### config.mk
export PLATFORM = sky130hd
export DESIGN_NAME = pipeline_hold_scheduler_flat
export DESIGN_NICKNAME = d
export VERILOG_FILES = /design/src/rtl/pipeline_hold_scheduler_if.sv /design/src/rtl/pipeline_hold_scheduler.sv /design/src/flat_wrapper.sv
export SDC_FILE = /design/constraint.sdc
export NUM_CORES = 1
export LEC_CHECK = 0
export ABC_AREA = 1
export BUFFER_PORTS_ARGS = -buffer_cell sky130_fd_sc_hd__clkbuf_2
export CORE_MARGIN = 4
export CORE_UTILIZATION = 61
export CTS_CLUSTER_DIAMETER = 50
export DETAILED_ROUTE_END_ITERATION = 7
export GPL_TIMING_DRIVEN = 0
export PLACE_DENSITY = 0.87
export REMOVE_ABC_BUFFERS = 1
export SYNTH_ARGS = -nofsm -noshare
export SYNTH_HDL_FRONTEND = slang
export SYNTH_SLANG_ARGS = --single-unit
### constraint.sdc
create_clock -name clk -period 13.58 [get_ports clk]
set_clock_uncertainty 0.05 [all_clocks]
set_input_delay 1.358 -clock clk [delete_from_list [all_inputs] [get_ports clk]]
set_output_delay 1.358 -clock clk [all_outputs]
set_load 0.01 [all_outputs]
### src/rtl/pipeline_hold_scheduler_if.sv
// Handshake, hold and error-reporting bundle between the adder pipeline
// environment (master) and the hold scheduler (slave).
interface pipeline_hold_scheduler_if #(
  parameter int LAYERS = 7,
  parameter int CNT_W  = 8
);
  logic              in_valid;
  logic              in_ready;
  logic              out_ready;
  logic              out_valid;
  logic [LAYERS-1:0] error_signals;
  logic [LAYERS-1:0] hold_signals;
  logic              alarm;
  logic              locked;
  logic [4:0]        err_layer;
  logic [CNT_W-1:0]  err_count;
  logic [CNT_W-1:0]  drop_count;

  modport master (
    output in_valid, out_ready, error_signals,
    input  in_ready, out_valid, hold_signals, alarm, locked,
           err_layer, err_count, drop_count
  );

  modport slave (
    input  in_valid, out_ready, error_signals,
    output in_ready, out_valid, hold_signals, alarm, locked,
           err_layer, err_count, drop_count
  );
endinterface

### src/rtl/pipeline_hold_scheduler.sv
// Hold-signal sequencer for an N-layer parity-protected adder pipeline:
// ready/valid backpressure, token tracking, error drop/drain and lockout.
module pipeline_hold_scheduler #(
  parameter int LAYERS  = 7,
  parameter int MAX_ERR = 3,
  parameter int CNT_W   = 8
) (
  input  logic                    clk,
  input  logic                    rst,
  pipeline_hold_scheduler_if.slave bus
);

  typedef enum logic [1:0] {RUN, STALL, DRAIN, LOCKED} state_t;

  localparam logic [CNT_W-1:0] CNT_MAX = '1;

  state_t             state, state_next;
  logic [LAYERS-1:0]  valid, valid_next;
  logic [LAYERS-1:0]  adv;
  logic [LAYERS-1:0]  flagged;
  logic               active;
  logic               err_event;
  logic [5:0]         flag_num;
  logic [4:0]         flag_low;
  logic [CNT_W:0]     err_inc;
  logic [CNT_W+6:0]   drop_sum;

  logic               alarm;
  logic [4:0]         err_layer;
  logic [CNT_W-1:0]   err_count;
  logic [CNT_W-1:0]   drop_count;

  // A layer advances if any layer at or above it has a hole, or the sink takes.
  always_comb begin
    logic room;
    room = bus.out_ready;
    for (int i = LAYERS - 1; i >= 0; i--) begin
      room   = room | ~valid[i];
      adv[i] = room;
    end
  end

  always_comb begin
    flagged   = bus.error_signals & valid;
    active    = (state == RUN) || (state == DRAIN);
    err_event = active && (|flagged);
    flag_num  = '0;
    flag_low  = '0;
    for (int i = LAYERS - 1; i >= 0; i--) begin
      if (flagged[i]) begin
        flag_num = flag_num + 6'd1;
        flag_low = 5'(i);
      end
    end
    err_inc  = {1'b0, err_count} + {{CNT_W{1'b0}}, 1'b1};
    drop_sum = {7'd0, drop_count} + {{(CNT_W + 1){1'b0}}, flag_num};
  end

  // Next-state and token movement.
  always_comb begin
    // NOTE: combinational blocks use blocking '=' and assign every output a default
    // first, so no path leaves a variable unassigned and no latch is inferred.
    state_next = state;
    valid_next = valid;
    if (err_event) begin
      valid_next = valid & ~flagged;
      state_next = (int'(err_inc) >= MAX_ERR) ? LOCKED : STALL;
    end else begin
      unique case (state)
        RUN, DRAIN: begin
          if (adv[0]) valid_next[0] = (state == RUN) && bus.in_valid;
          for (int i = 1; i < LAYERS; i++) begin
            if (adv[i]) valid_next[i] = valid[i-1];
          end
          if (state == DRAIN && valid == '0) state_next = RUN;
        end
        STALL:   state_next = DRAIN;
        LOCKED:  state_next = LOCKED;
        default: state_next = RUN;
      endcase
    end
  end

  // Handshake outputs. Gated by rst so holds are asserted the moment reset rises.
  always_comb begin
    bus.hold_signals = '1;
    bus.in_ready     = 1'b0;
    bus.out_valid    = 1'b0;
    if (!rst && !err_event && active) begin
      bus.hold_signals = ~adv;
      bus.in_ready     = (state == RUN) && adv[0];
      bus.out_valid    = valid[LAYERS-1];
    end
  end

  // NOTE: sequential state uses non-blocking '<=' so every register samples
  // pre-edge values regardless of statement order.
  always_ff @(posedge clk or posedge rst) begin
    if (rst) begin
      state      <= RUN;
      valid      <= '0;
      alarm      <= 1'b0;
      err_layer  <= '0;
      err_count  <= '0;
      drop_count <= '0;
    end else begin
      state <= state_next;
      valid <= valid_next;
      alarm <= err_event;
      if (err_event) begin
        err_layer <= flag_low;
        if (err_count != CNT_MAX) err_count <= err_inc[CNT_W-1:0];
        drop_count <= (drop_sum > {7'd0, CNT_MAX}) ? CNT_MAX : drop_sum[CNT_W-1:0];
      end
    end
  end

  assign bus.alarm      = alarm;
  assign bus.locked     = (state == LOCKED);
  assign bus.err_layer  = err_layer;
  assign bus.err_count  = err_count;
  assign bus.drop_count = drop_count;

endmodule

### src/flat_wrapper.sv
// flat-port wrapper written by rule: the top's interface ports become plain ports
module pipeline_hold_scheduler_flat 
#(
  parameter int LAYERS  = 7,
  parameter int MAX_ERR = 3,
  parameter int CNT_W   = 8
)
  (clk, rst, bus_in_valid, bus_out_ready, bus_error_signals, bus_in_ready, bus_out_valid, bus_hold_signals, bus_alarm, bus_locked, bus_err_layer, bus_err_count, bus_drop_count);
  pipeline_hold_scheduler_if #(.LAYERS(LAYERS), .CNT_W(CNT_W)) bus_i ();
  input  logic clk;
  input  logic rst;
  input wire logic [$bits(bus_i.in_valid)-1:0] bus_in_valid;
  input wire logic [$bits(bus_i.out_ready)-1:0] bus_out_ready;
  input wire logic [$bits(bus_i.error_signals)-1:0] bus_error_signals;
  output wire logic [$bits(bus_i.in_ready)-1:0] bus_in_ready;
  output wire logic [$bits(bus_i.out_valid)-1:0] bus_out_valid;
  output wire logic [$bits(bus_i.hold_signals)-1:0] bus_hold_signals;
  output wire logic [$bits(bus_i.alarm)-1:0] bus_alarm;
  output wire logic [$bits(bus_i.locked)-1:0] bus_locked;
  output wire logic [$bits(bus_i.err_layer)-1:0] bus_err_layer;
  output wire logic [$bits(bus_i.err_count)-1:0] bus_err_count;
  output wire logic [$bits(bus_i.drop_count)-1:0] bus_drop_count;
  assign bus_i.in_valid = bus_in_valid;
  assign bus_i.out_ready = bus_out_ready;
  assign bus_i.error_signals = bus_error_signals;
  assign bus_in_ready = bus_i.in_ready;
  assign bus_out_valid = bus_i.out_valid;
  assign bus_hold_signals = bus_i.hold_signals;
  assign bus_alarm = bus_i.alarm;
  assign bus_locked = bus_i.locked;
  assign bus_err_layer = bus_i.err_layer;
  assign bus_err_count = bus_i.err_count;
  assign bus_drop_count = bus_i.drop_count;
  pipeline_hold_scheduler #(.LAYERS(LAYERS), .MAX_ERR(MAX_ERR), .CNT_W(CNT_W)) u_core (.clk(clk), .rst(rst), .bus(bus_i));
endmodule
==> out/metrics.cfg <==
[run_status]
status=finished clean

[yosys]
synth-edff-count=0
synth_top_family_by_area=simple AND/OR/NAND/NOR gates
synthXorXnorAreaFrac_pct=3.97
synth_flop_cell=dfrtp_1
netlist_area_mm2=0.00243
syn_area_per_cell_um2=7.33
seq_area_frac_synth_pct=29.9
yosys.area_share.simple_pct=36.2
synthAdderAreaFrac_pct=9.07
ys_ff_latch=29
async_flop_share_pct=100
synthCells=331
synth_compound_area_share_pct=11.8
ys_warn_count=0
synth_cell_type_count=41
synth_mux_area_share_pct=0

[clock_network]
clock_latency_ns=0.29
clk_pin_slew_ns=0.07
htree_num_levels=2
cts_sinks=29
clk_path_buf_depth=2
cts_setup_buffers=0
clockRootBuffer=clkbuf_8
cts_made_buffers=5
cts_tree=built
ctsResizeCount=0
cts_hold_buf=0

[global_route]
grt_pass1_wl_um=9500
grt_pass1_vias=2167
grt_max_degree=31
grt_usage_pct=23.4
antenna_found_initial=0
grt_remaining_overflow=0

[floorplan]
initial_core_util_pct=64.8
core_mm2=0.00374
die_w_um=71.1
dieHeight_um=71.1
ioPinCount=43
rows=22
dieArea_mm2=0.00505

[final_layout]
area.growth.synth_to_final_pct=13.4
final_core_util_pct=73.5
drive_gt1_share_pct=24.5
nFillCells=315
insertedDiodeCount=0
register_area_um2=726
multi_input_area_mm2=0.00150
final_nets=403

[route]
drt_iter0_drc=213
first_pass_iters=4
vias=2325
finalWirelength_um=5580
drt-wirelength-per-cell_um=13.2
drc=0
ant_nets=0
vias_per_cell=5.50

[pwr]
ir_drop_uv=68.9
p_leak_uw=0.00146
power_density_mw_per_mm2=69.4

[sta]
worst_pin_slew_ns=1.16
fin_setup_tns_ns=0
fin_ws_ns=7.89
fmax_mhz=176
fin_crit_ns=5.69
period_share_pct=41.9
maxSlewViolCount=0
setup_violations=0
hold_viol_final=0
rsz0062_at_grt=no
slew_headroom_pct=22.3

[placed_design]
port_buffers=40
dp.final_hpwl_um=4280
gp_congestion=0.919
post-place-ws_ns=7.60

[worst_setup_path]
critPathMaxStageDelay_ns=0.34
cp_max_fo=4
end_kind=register
arrival_ns=5.83
crit_type=in -> reg
crit_required_ns=13.71
cp_slowest_cell=ha_1
worstSetupStartpointType=primary input
crit_top_cell=nand2_1

[flow_run]
max_cap_viol_count=0

[worst_hold_path]
hold_path_class=reg -> reg

## path summary, 6_finish.rpt
check                                        startpoint                  endpoint  slack (ns)  cells past startpoint
worst min-delay path            u_core.bus.err_layer[2]   u_core.bus.err_layer[2]        0.45                      2
worst max register to register          u_core.valid[5]  u_core.bus.drop_count[7]        8.59                     29
worst max-delay path               bus_error_signals[5]  u_core.bus.drop_count[7]        7.89                     30
min in group asynchronous                           rst   u_core.bus.err_count[4]        1.30                      2
worst min register to register  u_core.bus.err_layer[2]   u_core.bus.err_layer[2]        0.45                      2
max in group asynchronous                           rst           u_core.valid[6]       11.48                      2
## power breakdown
group	leakage, uW	switching [uW]	internal (uW)
registers	0.000374	0	86.4
clock network	0.0000540	34.6	53.2
logic	0.00103	11.3	5.38
total	0.00146	45.9	145
## routing by layer
layer  global-route usage (%)  wire (um)
met1                     29.0       2250
met2                     39.3       2870
met3                     5.82        364
met4                     8.35         99
met5                        0          0
## synthesized netlist by cell type (2+ instances only)
library cell,n,area [um^2]
nand2_1,87,327
nor2_2,3,18.8
ha_1,16,200
xnor2_1,5,43.8
dfrtp_1,29,726
nand4_1,4,25.0
nand3_1,27,135
o21ai_0,9,45.0
o21ai_2,9,78.8
nand2_8,2,40.0
inv_1,38,143
nor3_1,2,10.0
nor3_2,2,20.0
or2_2,2,12.5
xor2_1,6,52.6
buf_4,2,15.0
nand2_2,14,87.6
inv_2,4,15.0
a21oi_1,13,65.1
nor2_1,26,97.6
nand3_2,4,40.0
nand2_4,2,22.5
o31ai_1,4,30.0
o21ai_1,2,10.0
o21a_1,3,22.5
## final cells by class
cell class | count | share of cell area (%)
Multi-Input combinational cell | 256 | 54.4
Inverter | 43 | 6.05
Clock buffer | 5 | 2.50
Tap cell | 48 | 2.18
Timing Repair Buffer | 40 | 7.27
Sequential cell | 29 | 26.4
Clock inverter | 2 | 1.27
## layout by cell type, fill, tap and decap left out, types with 2 or more instances in the layout
master and instances:
clkbuf_2 40, o21ai_1 2, nand2_1 87, inv_2 4, nand2_8 2, nor2_1 26
nor3_2 2, nor3_1 2, o21ai_0 9, clkbuf_8 5, o21ai_2 9, xor2_1 6
or2_2 2, nand3_1 27, nand3_2 4, dfrtp_1 29, xnor2_1 5, a21oi_1 13
o31ai_1 4, nand2_4 2, nor2_2 3, nand2_2 14, conb_1 4, o21a_1 3
inv_1 38, ha_1 16, nand4_1 4
## per-stage QoR
step | total power, uW | instance area, um^2 | hold slack (ns) | cells
2_1_floorplan | 99.7 | 2390 | 0.440 | 328
3_3_place_gp | 104 | 2650 | 0.415 | 416
3_5_place_dp | 105 | 2650 | 0.440 | 416
4_1_cts | 191 | 2750 | 0.454 | 423
5_1_grt | 197 | 2750 | 0.475 | 423
6_report | 191 | 2750 | 0.447 | 423
## flip-flops by register name (all words and copies together), names as in the netlist
signal / cells
u_core.bus.alarm: 1
u_core.bus.drop_count: 8
u_core.bus.err_count: 8
u_core.bus.err_layer: 3
u_core.state: 2
u_core.valid: 7
## cell families after synthesis
logic type      count (synthesis)
flops                          29
other cells                     1
xor+xnor                       11
simple gates                  180
compound gates                 44
buf+inv                        49
fa+ha+maj                      17
## critical path, delay by kind of cell
family / cells / cell delay [ns]
AO/OA/AOI/OAI: 2 / 0.54
adder cells (fa/ha/maj): 6 / 1.78
AND/OR/NAND/NOR: 18 / 1.83
buffers and inverters: 4 / 0.30
Power figures use the tool's default switching activity.
